[config.mk]
export PLATFORM = sky130hd
export DESIGN_NAME = io_bridge_fta_split_flat
export DESIGN_NICKNAME = d
export VERILOG_FILES = /design/src/rtl/io_bridge_fta_split_if.sv /design/src/rtl/io_bridge_fta_split.sv /design/src/flat_wrapper.sv
export SDC_FILE = /design/constraint.sdc
export NUM_CORES = 2
export LEC_CHECK = 0
export CORE_AREA = 3 3 282 284
export CTS_CLUSTER_SIZE = 10
export DETAILED_ROUTE_END_ITERATION = 10
export DIE_AREA = 0 0 285 287
export GPL_TIMING_DRIVEN = 0
export PLACE_DENSITY = 0.57
export RECOVER_POWER = 25
export SYNTH_ARGS = -nofsm -noshare
export SYNTH_HDL_FRONTEND = slang
export SYNTH_SLANG_ARGS = --single-unit
export TNS_END_PERCENT = 30
[constraint.sdc]
create_clock -name clk_i -period 6.28 [get_ports clk_i]
set_input_delay 1.256 -clock clk_i [delete_from_list [all_inputs] [get_ports clk_i]]
set_output_delay 1.256 -clock clk_i [all_outputs]
set_load 0.05 [all_outputs]
[src/rtl/io_bridge_fta_split_if.sv]
// Bus bundle for the wide-to-narrow split bridge: CPU-side request/response
// plus the shared device-side beat port and per-channel device responses.
interface io_bridge_fta_split_if #(
   parameter int SW       = 128,
   parameter int MW       = 64,
   parameter int CHANNELS = 4,
   parameter int ADRW     = 32
);
   logic                   s_cyc_i;
   logic                   s_we_i;
   logic [SW/8-1:0]        s_sel_i;
   logic [ADRW-1:0]        s_adr_i;
   logic [SW-1:0]          s_dat_i;
   logic [7:0]             s_tid_i;
   logic                   s_stall_o;
   logic                   s_ack_o;
   logic                   s_err_o;
   logic [7:0]             s_tid_o;
   logic [SW-1:0]          s_dat_o;

   logic                   m_cyc_o;
   logic                   m_stb_o;
   logic                   m_we_o;
   logic [MW/8-1:0]        m_sel_o;
   logic [ADRW-1:0]        m_adr_o;
   logic [MW-1:0]          m_dat_o;
   logic [7:0]             m_tid_o;

   logic [CHANNELS-1:0]    ch_ack_i;
   logic [CHANNELS-1:0]    ch_err_i;
   logic [CHANNELS*8-1:0]  ch_tid_i;
   logic [CHANNELS*MW-1:0] ch_dat_i;

   modport slave (
      input  s_cyc_i, s_we_i, s_sel_i, s_adr_i, s_dat_i, s_tid_i,
      input  ch_ack_i, ch_err_i, ch_tid_i, ch_dat_i,
      output s_stall_o, s_ack_o, s_err_o, s_tid_o, s_dat_o,
      output m_cyc_o, m_stb_o, m_we_o, m_sel_o, m_adr_o, m_dat_o, m_tid_o
   );

   modport master (
      output s_cyc_i, s_we_i, s_sel_i, s_adr_i, s_dat_i, s_tid_i,
      output ch_ack_i, ch_err_i, ch_tid_i, ch_dat_i,
      input  s_stall_o, s_ack_o, s_err_o, s_tid_o, s_dat_o,
      input  m_cyc_o, m_stb_o, m_we_o, m_sel_o, m_adr_o, m_dat_o, m_tid_o
   );
endinterface

[src/rtl/io_bridge_fta_split.sv]
// Wide-to-narrow I/O bridge: splits one CPU request into narrow beats,
// merges read data back, with per-beat timeout and error termination.
module io_bridge_fta_split #(
   parameter int SW       = 128,
   parameter int MW       = 64,
   parameter int CHANNELS = 4,
   parameter int ADRW     = 32,
   parameter int TIMEOUT  = 1023
) (
   input logic                 clk_i,
   input logic                 rst_i,
   io_bridge_fta_split_if.slave bus
);
   localparam int R  = SW / MW;
   localparam int SB = $clog2(SW / 8);
   localparam int MB = $clog2(MW / 8);
   localparam int GW = (R > 1) ? $clog2(R) : 1;

   typedef enum logic [1:0] {IDLE, ISSUE, WAIT, DONE} state_t;

   state_t          state;
   logic [ADRW-1:0] adr_q;
   logic            we_q;
   logic [SW/8-1:0] sel_q;
   logic [SW-1:0]   dat_q;
   logic [7:0]      tid_q;
   logic [R-1:0]    mask_q;
   logic [GW-1:0]   g_q;
   logic [SW-1:0]   cap_q;
   logic [9:0]      cnt_q;

   logic            stall_r, ack_r, err_r;
   logic [7:0]      s_tid_r;
   logic [SW-1:0]   s_dat_r;
   logic            cyc_r, stb_r, we_r;
   logic [MW/8-1:0] sel_r;
   logic [ADRW-1:0] adr_r;
   logic [MW-1:0]   dat_r;
   logic [7:0]      tid_r;

   logic [R-1:0]    acc_mask, nmask;
   logic [GW-1:0]   acc_g, ng;
   logic            hit, hit_err, timeout;
   logic [MW-1:0]   hit_dat;
   logic [SW-1:0]   cap_nxt;

   function automatic logic [R-1:0] group_mask(input logic [SW/8-1:0] sel);
      logic [R-1:0] m;
      m = '0;
      for (int g = 0; g < R; g++)
         m[g] = |sel[g*(MW/8) +: MW/8];
      return m;
   endfunction

   function automatic logic [GW-1:0] lowest(input logic [R-1:0] m);
      logic [GW-1:0] r;
      r = '0;
      for (int g = R - 1; g >= 0; g--)
         if (m[g]) r = GW'(g);
      return r;
   endfunction

   // Lane group index replaces the low address bits above the beat offset.
   function automatic logic [ADRW-1:0] beat_adr(input logic [ADRW-1:0] a,
                                                input logic [GW-1:0] g);
      logic [ADRW-1:0] r;
      r = a;
      r[SB-1:0] = '0;
      return r | (ADRW'(g) << MB);
   endfunction

   always_comb begin
      acc_mask = group_mask(bus.s_sel_i);
      acc_g    = lowest(acc_mask);
      hit      = 1'b0;
      hit_err  = 1'b0;
      hit_dat  = '0;
      // Downward scan so the lowest matching channel is the final winner.
      for (int c = CHANNELS - 1; c >= 0; c--) begin
         if ((bus.ch_ack_i[c] | bus.ch_err_i[c]) &&
             bus.ch_tid_i[c*8 +: 8] == tid_q) begin
            hit     = 1'b1;
            hit_err = bus.ch_err_i[c];
            hit_dat = bus.ch_dat_i[c*MW +: MW];
         end
      end
      cap_nxt = cap_q;
      if (!we_q) cap_nxt[g_q*MW +: MW] = hit_dat;
      nmask = mask_q;
      nmask[g_q] = 1'b0;
      ng = lowest(nmask);
      timeout = (cnt_q == 10'(TIMEOUT - 1));
   end

   always_ff @(posedge clk_i) begin
      if (rst_i) begin
         state   <= IDLE;
         adr_q   <= '0;
         we_q    <= 1'b0;
         sel_q   <= '0;
         dat_q   <= '0;
         tid_q   <= '0;
         mask_q  <= '0;
         g_q     <= '0;
         cap_q   <= '0;
         cnt_q   <= '0;
         stall_r <= 1'b0;
         ack_r   <= 1'b0;
         err_r   <= 1'b0;
         s_tid_r <= '0;
         s_dat_r <= '0;
         cyc_r   <= 1'b0;
         stb_r   <= 1'b0;
         we_r    <= 1'b0;
         sel_r   <= '0;
         adr_r   <= '1;
         dat_r   <= '0;
         tid_r   <= '0;
      end else begin
         unique case (state)
            IDLE: begin
               if (bus.s_cyc_i) begin
                  adr_q   <= bus.s_adr_i;
                  we_q    <= bus.s_we_i;
                  sel_q   <= bus.s_sel_i;
                  dat_q   <= bus.s_dat_i;
                  tid_q   <= bus.s_tid_i;
                  mask_q  <= acc_mask;
                  g_q     <= acc_g;
                  cap_q   <= '0;
                  stall_r <= 1'b1;
                  we_r    <= bus.s_we_i;
                  tid_r   <= bus.s_tid_i;
                  if (acc_mask == '0) begin
                     state   <= DONE;
                     ack_r   <= 1'b1;
                     s_tid_r <= bus.s_tid_i;
                     s_dat_r <= '0;
                  end else begin
                     state <= ISSUE;
                     cyc_r <= 1'b1;
                     stb_r <= 1'b1;
                     adr_r <= beat_adr(bus.s_adr_i, acc_g);
                     sel_r <= bus.s_sel_i[acc_g*(MW/8) +: MW/8];
                     dat_r <= bus.s_dat_i[acc_g*MW +: MW];
                  end
               end
            end
            ISSUE: begin
               stb_r <= 1'b1;
               cnt_q <= '0;
               state <= WAIT;
            end
            WAIT: begin
               cnt_q <= cnt_q + 10'd1;
               if (hit && !hit_err) begin
                  cap_q  <= cap_nxt;
                  mask_q <= nmask;
                  stb_r  <= 1'b0;
                  if (nmask != '0) begin
                     g_q   <= ng;
                     adr_r <= beat_adr(adr_q, ng);
                     sel_r <= sel_q[ng*(MW/8) +: MW/8];
                     dat_r <= dat_q[ng*MW +: MW];
                     state <= ISSUE;
                  end else begin
                     cyc_r   <= 1'b0;
                     adr_r   <= '1;
                     sel_r   <= '0;
                     ack_r   <= 1'b1;
                     s_tid_r <= tid_q;
                     s_dat_r <= cap_nxt;
                     state   <= DONE;
                  end
               end else if (hit || timeout) begin
                  cyc_r   <= 1'b0;
                  stb_r   <= 1'b0;
                  adr_r   <= '1;
                  sel_r   <= '0;
                  err_r   <= 1'b1;
                  s_tid_r <= tid_q;
                  s_dat_r <= cap_q;
                  state   <= DONE;
               end
            end
            DONE: begin
               ack_r   <= 1'b0;
               err_r   <= 1'b0;
               stall_r <= 1'b0;
               state   <= IDLE;
            end
            default: state <= IDLE;
         endcase
      end
   end

   assign bus.s_stall_o = stall_r;
   assign bus.s_ack_o   = ack_r;
   assign bus.s_err_o   = err_r;
   assign bus.s_tid_o   = s_tid_r;
   assign bus.s_dat_o   = s_dat_r;
   assign bus.m_cyc_o   = cyc_r;
   assign bus.m_stb_o   = stb_r;
   assign bus.m_we_o    = we_r;
   assign bus.m_sel_o   = sel_r;
   assign bus.m_adr_o   = adr_r;
   assign bus.m_dat_o   = dat_r;
   assign bus.m_tid_o   = tid_r;
endmodule

[src/flat_wrapper.sv]
// flat-port wrapper written by rule: the top's interface ports become plain ports
module io_bridge_fta_split_flat 
#(
   parameter int SW       = 128,
   parameter int MW       = 64,
   parameter int CHANNELS = 4,
   parameter int ADRW     = 32,
   parameter int TIMEOUT  = 1023
)
  (clk_i, rst_i, bus_s_cyc_i, bus_s_we_i, bus_s_sel_i, bus_s_adr_i, bus_s_dat_i, bus_s_tid_i, bus_ch_ack_i, bus_ch_err_i, bus_ch_tid_i, bus_ch_dat_i, bus_s_stall_o, bus_s_ack_o, bus_s_err_o, bus_s_tid_o, bus_s_dat_o, bus_m_cyc_o, bus_m_stb_o, bus_m_we_o, bus_m_sel_o, bus_m_adr_o, bus_m_dat_o, bus_m_tid_o);
  io_bridge_fta_split_if #(.SW(SW), .MW(MW), .CHANNELS(CHANNELS), .ADRW(ADRW)) bus_i ();
  input logic clk_i;
  input logic rst_i;
  input wire logic [$bits(bus_i.s_cyc_i)-1:0] bus_s_cyc_i;
  input wire logic [$bits(bus_i.s_we_i)-1:0] bus_s_we_i;
  input wire logic [$bits(bus_i.s_sel_i)-1:0] bus_s_sel_i;
  input wire logic [$bits(bus_i.s_adr_i)-1:0] bus_s_adr_i;
  input wire logic [$bits(bus_i.s_dat_i)-1:0] bus_s_dat_i;
  input wire logic [$bits(bus_i.s_tid_i)-1:0] bus_s_tid_i;
  input wire logic [$bits(bus_i.ch_ack_i)-1:0] bus_ch_ack_i;
  input wire logic [$bits(bus_i.ch_err_i)-1:0] bus_ch_err_i;
  input wire logic [$bits(bus_i.ch_tid_i)-1:0] bus_ch_tid_i;
  input wire logic [$bits(bus_i.ch_dat_i)-1:0] bus_ch_dat_i;
  output wire logic [$bits(bus_i.s_stall_o)-1:0] bus_s_stall_o;
  output wire logic [$bits(bus_i.s_ack_o)-1:0] bus_s_ack_o;
  output wire logic [$bits(bus_i.s_err_o)-1:0] bus_s_err_o;
  output wire logic [$bits(bus_i.s_tid_o)-1:0] bus_s_tid_o;
  output wire logic [$bits(bus_i.s_dat_o)-1:0] bus_s_dat_o;
  output wire logic [$bits(bus_i.m_cyc_o)-1:0] bus_m_cyc_o;
  output wire logic [$bits(bus_i.m_stb_o)-1:0] bus_m_stb_o;
  output wire logic [$bits(bus_i.m_we_o)-1:0] bus_m_we_o;
  output wire logic [$bits(bus_i.m_sel_o)-1:0] bus_m_sel_o;
  output wire logic [$bits(bus_i.m_adr_o)-1:0] bus_m_adr_o;
  output wire logic [$bits(bus_i.m_dat_o)-1:0] bus_m_dat_o;
  output wire logic [$bits(bus_i.m_tid_o)-1:0] bus_m_tid_o;
  assign bus_i.s_cyc_i = bus_s_cyc_i;
  assign bus_i.s_we_i = bus_s_we_i;
  assign bus_i.s_sel_i = bus_s_sel_i;
  assign bus_i.s_adr_i = bus_s_adr_i;
  assign bus_i.s_dat_i = bus_s_dat_i;
  assign bus_i.s_tid_i = bus_s_tid_i;
  assign bus_i.ch_ack_i = bus_ch_ack_i;
  assign bus_i.ch_err_i = bus_ch_err_i;
  assign bus_i.ch_tid_i = bus_ch_tid_i;
  assign bus_i.ch_dat_i = bus_ch_dat_i;
  assign bus_s_stall_o = bus_i.s_stall_o;
  assign bus_s_ack_o = bus_i.s_ack_o;
  assign bus_s_err_o = bus_i.s_err_o;
  assign bus_s_tid_o = bus_i.s_tid_o;
  assign bus_s_dat_o = bus_i.s_dat_o;
  assign bus_m_cyc_o = bus_i.m_cyc_o;
  assign bus_m_stb_o = bus_i.m_stb_o;
  assign bus_m_we_o = bus_i.m_we_o;
  assign bus_m_sel_o = bus_i.m_sel_o;
  assign bus_m_adr_o = bus_i.m_adr_o;
  assign bus_m_dat_o = bus_i.m_dat_o;
  assign bus_m_tid_o = bus_i.m_tid_o;
  io_bridge_fta_split #(.SW(SW), .MW(MW), .CHANNELS(CHANNELS), .ADRW(ADRW), .TIMEOUT(TIMEOUT)) u_core (.clk_i(clk_i), .rst_i(rst_i), .bus(bus_i));
endmodule
==> flow_summary.ini <==
[detailed_routing]
wl_um = 119000
dr.first_iter.drc_count = 1531
postRouteAntennaNets = 0
wl_per_cell_um = 24.5
vias_per_cell = 5.36
dr.pass1.iters = 5
drc_errors = 0
dr_total_vias = 26000

[critical_path]
required_ns = 6.80
critPathCaptureType = flip-flop
path_max_fanout = 10
r2r_end = u_core.bus.s_dat_o[58]
worstSetupPathType = in -> reg
reg2reg_setup_slack_ns = 1.62
r2r_start = u_core.tid_q[2]
arrival_ns = 5.56
worstSetupStartpoint = bus_ch_tid_i[25]
r2r_cells = 11
start_kind = input pin
crit_end = u_core.bus.s_dat_o[58]

[sta]
worst_pin_slew_ns = 1.25
rsz0062_at_grt = false
fin_tns_setup_ns = 0
finalCritPeriodShare_pct = 80.2
setup_violations = 0
clock_skew_ns = 0.0222
finalHoldViolCount = 0
max_freq_mhz = 198
period_minus_slack_ns = 5.04
maxSlewHeadroom_pct = 15.8
drv_slew = 0

[clock_network]
numCtsBuffers = 70
cts_htree_levels = 3
cts.clk_slew.worst_paths_ns = 0.05
cts_resized = 0
cts_root_buffer = clkbuf_16
cts_tree = done
cts_hold_buf = 0
clockBufferDepth = 3
cts_sinks = 567
cts_setup_buffers = 0
clk_latency_ns = 0.61

[floorplanning]
rows = 102
start_util_pct = 33.0
ioPinCount = 738
fp.dieH_um = 287
die_area_um2 = 81800
die_w_um = 285
core_area_um2 = 77300

[power_and_ir_drop]
power.share.clock_pct = 31.7
leakage_nw = 12.9
ir_drop_v = 0.000214
intPower_mw = 7.34
p_sw_share_pct = 37.3
seq_power_share_pct = 35.8
p_sw_mw = 4.36
combinationalPowerShare_pct = 32.5
powerDensity_nw_per_um2 = 323

[yosys]
synth_mux_area_share_pct = 6.33
ys.flop_type = dfxtp_1
ys_top_cells_by_count = 672 x nand2_1, 567 x dfxtp_1, 304 x a21oi_1
synthAdderAreaFrac_pct = 0.294
synth-compound-area-share_pct = 26.6
synth_xor_area_share_pct = 1.30
yosys.area_share.simple_pct = 15.7
synthCells = 2973
async_reset_ff_share_pct = 0
ys_top_cells_by_area = dfxtp_1 44%, nand2_1 9.9%, a21oi_1 6.0%
seq_area_frac_synth_pct = 44.5
syn_nets = 3463
yosys.area.top_type = dfxtp_1
synth_cell_type_count = 68
synth_warnings = 0
yosysMostFrequentCell = nand2_1
ys_ff_latch = 567
synth_top_area_share_pct = 44.5
synth_top_family_by_area = compound AO/OA/AOI/OAI gates
synth-edff-count = 0
synth_area_per_cell_um2 = 8.59
syn_area_um2 = 25500

[cells_and_area]
multi_input_area_um2 = 12800
syn2layout_area_growth_pct = 41.7
finalInstanceArea_um2 = 36200
fillers = 7748
regArea_um2 = 11400
drive_above_1_share_pct = 5.76
nets = 4267

[placed_design]
hpwl_um = 93500
gp_congestion = 0.961
io_buffers = 732
place_area_um2 = 34200

[hold_path]
hp-class = reg -> reg

[run]
max_cap_violations = 0

[grt]
grt_use_total_pct = 27.7
grt_first_pass_wirelength_um = 171000
grt_overflow = 0
grt_pass1_vias = 25600
antenna_found_initial = 24
grt_start_max_net_pins = 11

[status]
status = complete, no violations
==> how the worst min path moves through the flow <==
stage / from / end / slack (ns) / cells after the start
global placement: u_core.bus.m_sel_o[1] / u_core.bus.m_sel_o[1] / 0.44 / 2
detailed placement: u_core.bus.m_sel_o[1] / u_core.bus.m_sel_o[1] / 0.45 / 2
CTS: u_core.bus.m_sel_o[1] / u_core.bus.m_sel_o[1] / 0.45 / 2
floorplan: u_core.sel_q[0] / u_core.sel_q[0] / 0.44 / 2
finish: u_core.bus.m_dat_o[60] / u_core.bus.m_dat_o[60] / 0.45 / 2
global route: u_core.bus.s_dat_o[96] / u_core.bus.s_dat_o[96] / 0.47 / 1
==> through the flow <==
step | total power [mW] | util (%) | hold WS [ns] | cells | setup slack, ns
finish | 11.7 | 46.8 | 0.450 | 4855 | 1.24
global route | 12.2 | 46.7 | 0.467 | 4847 | 1.08
CTS | 11.8 | 46.7 | 0.452 | 4842 | 1.27
detailed placement | 8.13 | 44.2 | 0.446 | 4745 | 0.657
global placement | 8.11 | 44.2 | 0.442 | 4745 | 0.707
floorplan | 6.54 | - | 0.436 | 2973 | 2.81
==> cells by family after synthesis <==
family          Yosys count
compound gates          968
xor+xnor                 38
fa+ha+maj                 6
buf+inv                 302
flops                   567
mux                     160
simple gates            932
==> worst max-delay path, cell delays in order <==
cell and delay, ns:
clkdlybuf4s50_1 0.42, xor2_1 0.18, nor4_4 0.49, o211ai_1 0.46
buf_2 0.38, nor2_1 0.56, clkbuf_1 0.40, a21boi_0 0.19
o21ai_0 0.76, mux2i_1 0.27, o2bb2ai_1 0.19
==> flip-flops by register name (all words and copies together) (netlist names) <==
name / cells
u_core.adr_q: 28
u_core.cap_q: 128
u_core.bus.s_stall_o: 1
u_core.tid_q: 8
u_core.bus.s_tid_o: 8
u_core.sel_q: 16
u_core.bus.m_dat_o: 64
u_core.g_q: 1
u_core.bus.s_dat_o: 128
u_core.bus.m_cyc_o: 1
u_core.dat_q: 128
u_core.bus.s_err_o: 1
u_core.bus.m_we_o: 1
u_core.bus.m_sel_o: 8
u_core.bus.m_adr_o: 30
u_core.state: 2
u_core.bus.m_stb_o: 1
u_core.cnt_q: 10
u_core.bus.s_ack_o: 1
u_core.mask_q: 2
==> layout by cell type (no fill, tap or decap), types with 77 or more instances in the layout <==
cell type / n
nand2_1: 672
dfxtp_1: 567
clkdlybuf4s50_1: 537
a21oi_1: 304
dlygate4sd3_1: 195
clkbuf_1: 182
mux2i_1: 148
a22o_1: 122
o2bb2ai_1: 108
o21ai_0: 99
nor2_1: 77
buf_2: 77
==> power by group through the flow <==
stage / Clock (mW) / Combinational [mW] / Sequential, mW
floorplan: 0 / 1.58 / 4.95
global placement: 0 / 3.85 / 4.26
detailed placement: 0 / 3.86 / 4.27
CTS: 3.77 / 3.87 / 4.20
global route: 3.92 / 4.07 / 4.23
finish: 3.70 / 3.80 / 4.19
==> per-layer routing <==
layer | wire (um) | vias up | track usage, %
li1 | - | 12300 | -
met1 | 46600 | 12600 | 31.9
met2 | 59500 | 926 | 49.8
met3 | 9660 | 165 | 7.91
met4 | 3170 | 20 | 8.06
met5 | 141 | - | 0
==> layout make-up <==
cell class              instances  share of cell area, %
diodes                         13                 0.0899
plain buffers                 280                   3.52
clock buffers                  86                   5.26
clock inverters                11                  0.225
inverters                      22                  0.228
multi-input cells            2104                   35.4
flip-flops and latches        567                   31.4
well taps                    1040                   3.60
repair buffers                732                   20.3
No activity file was read; power rests on OpenSTA's default activity.
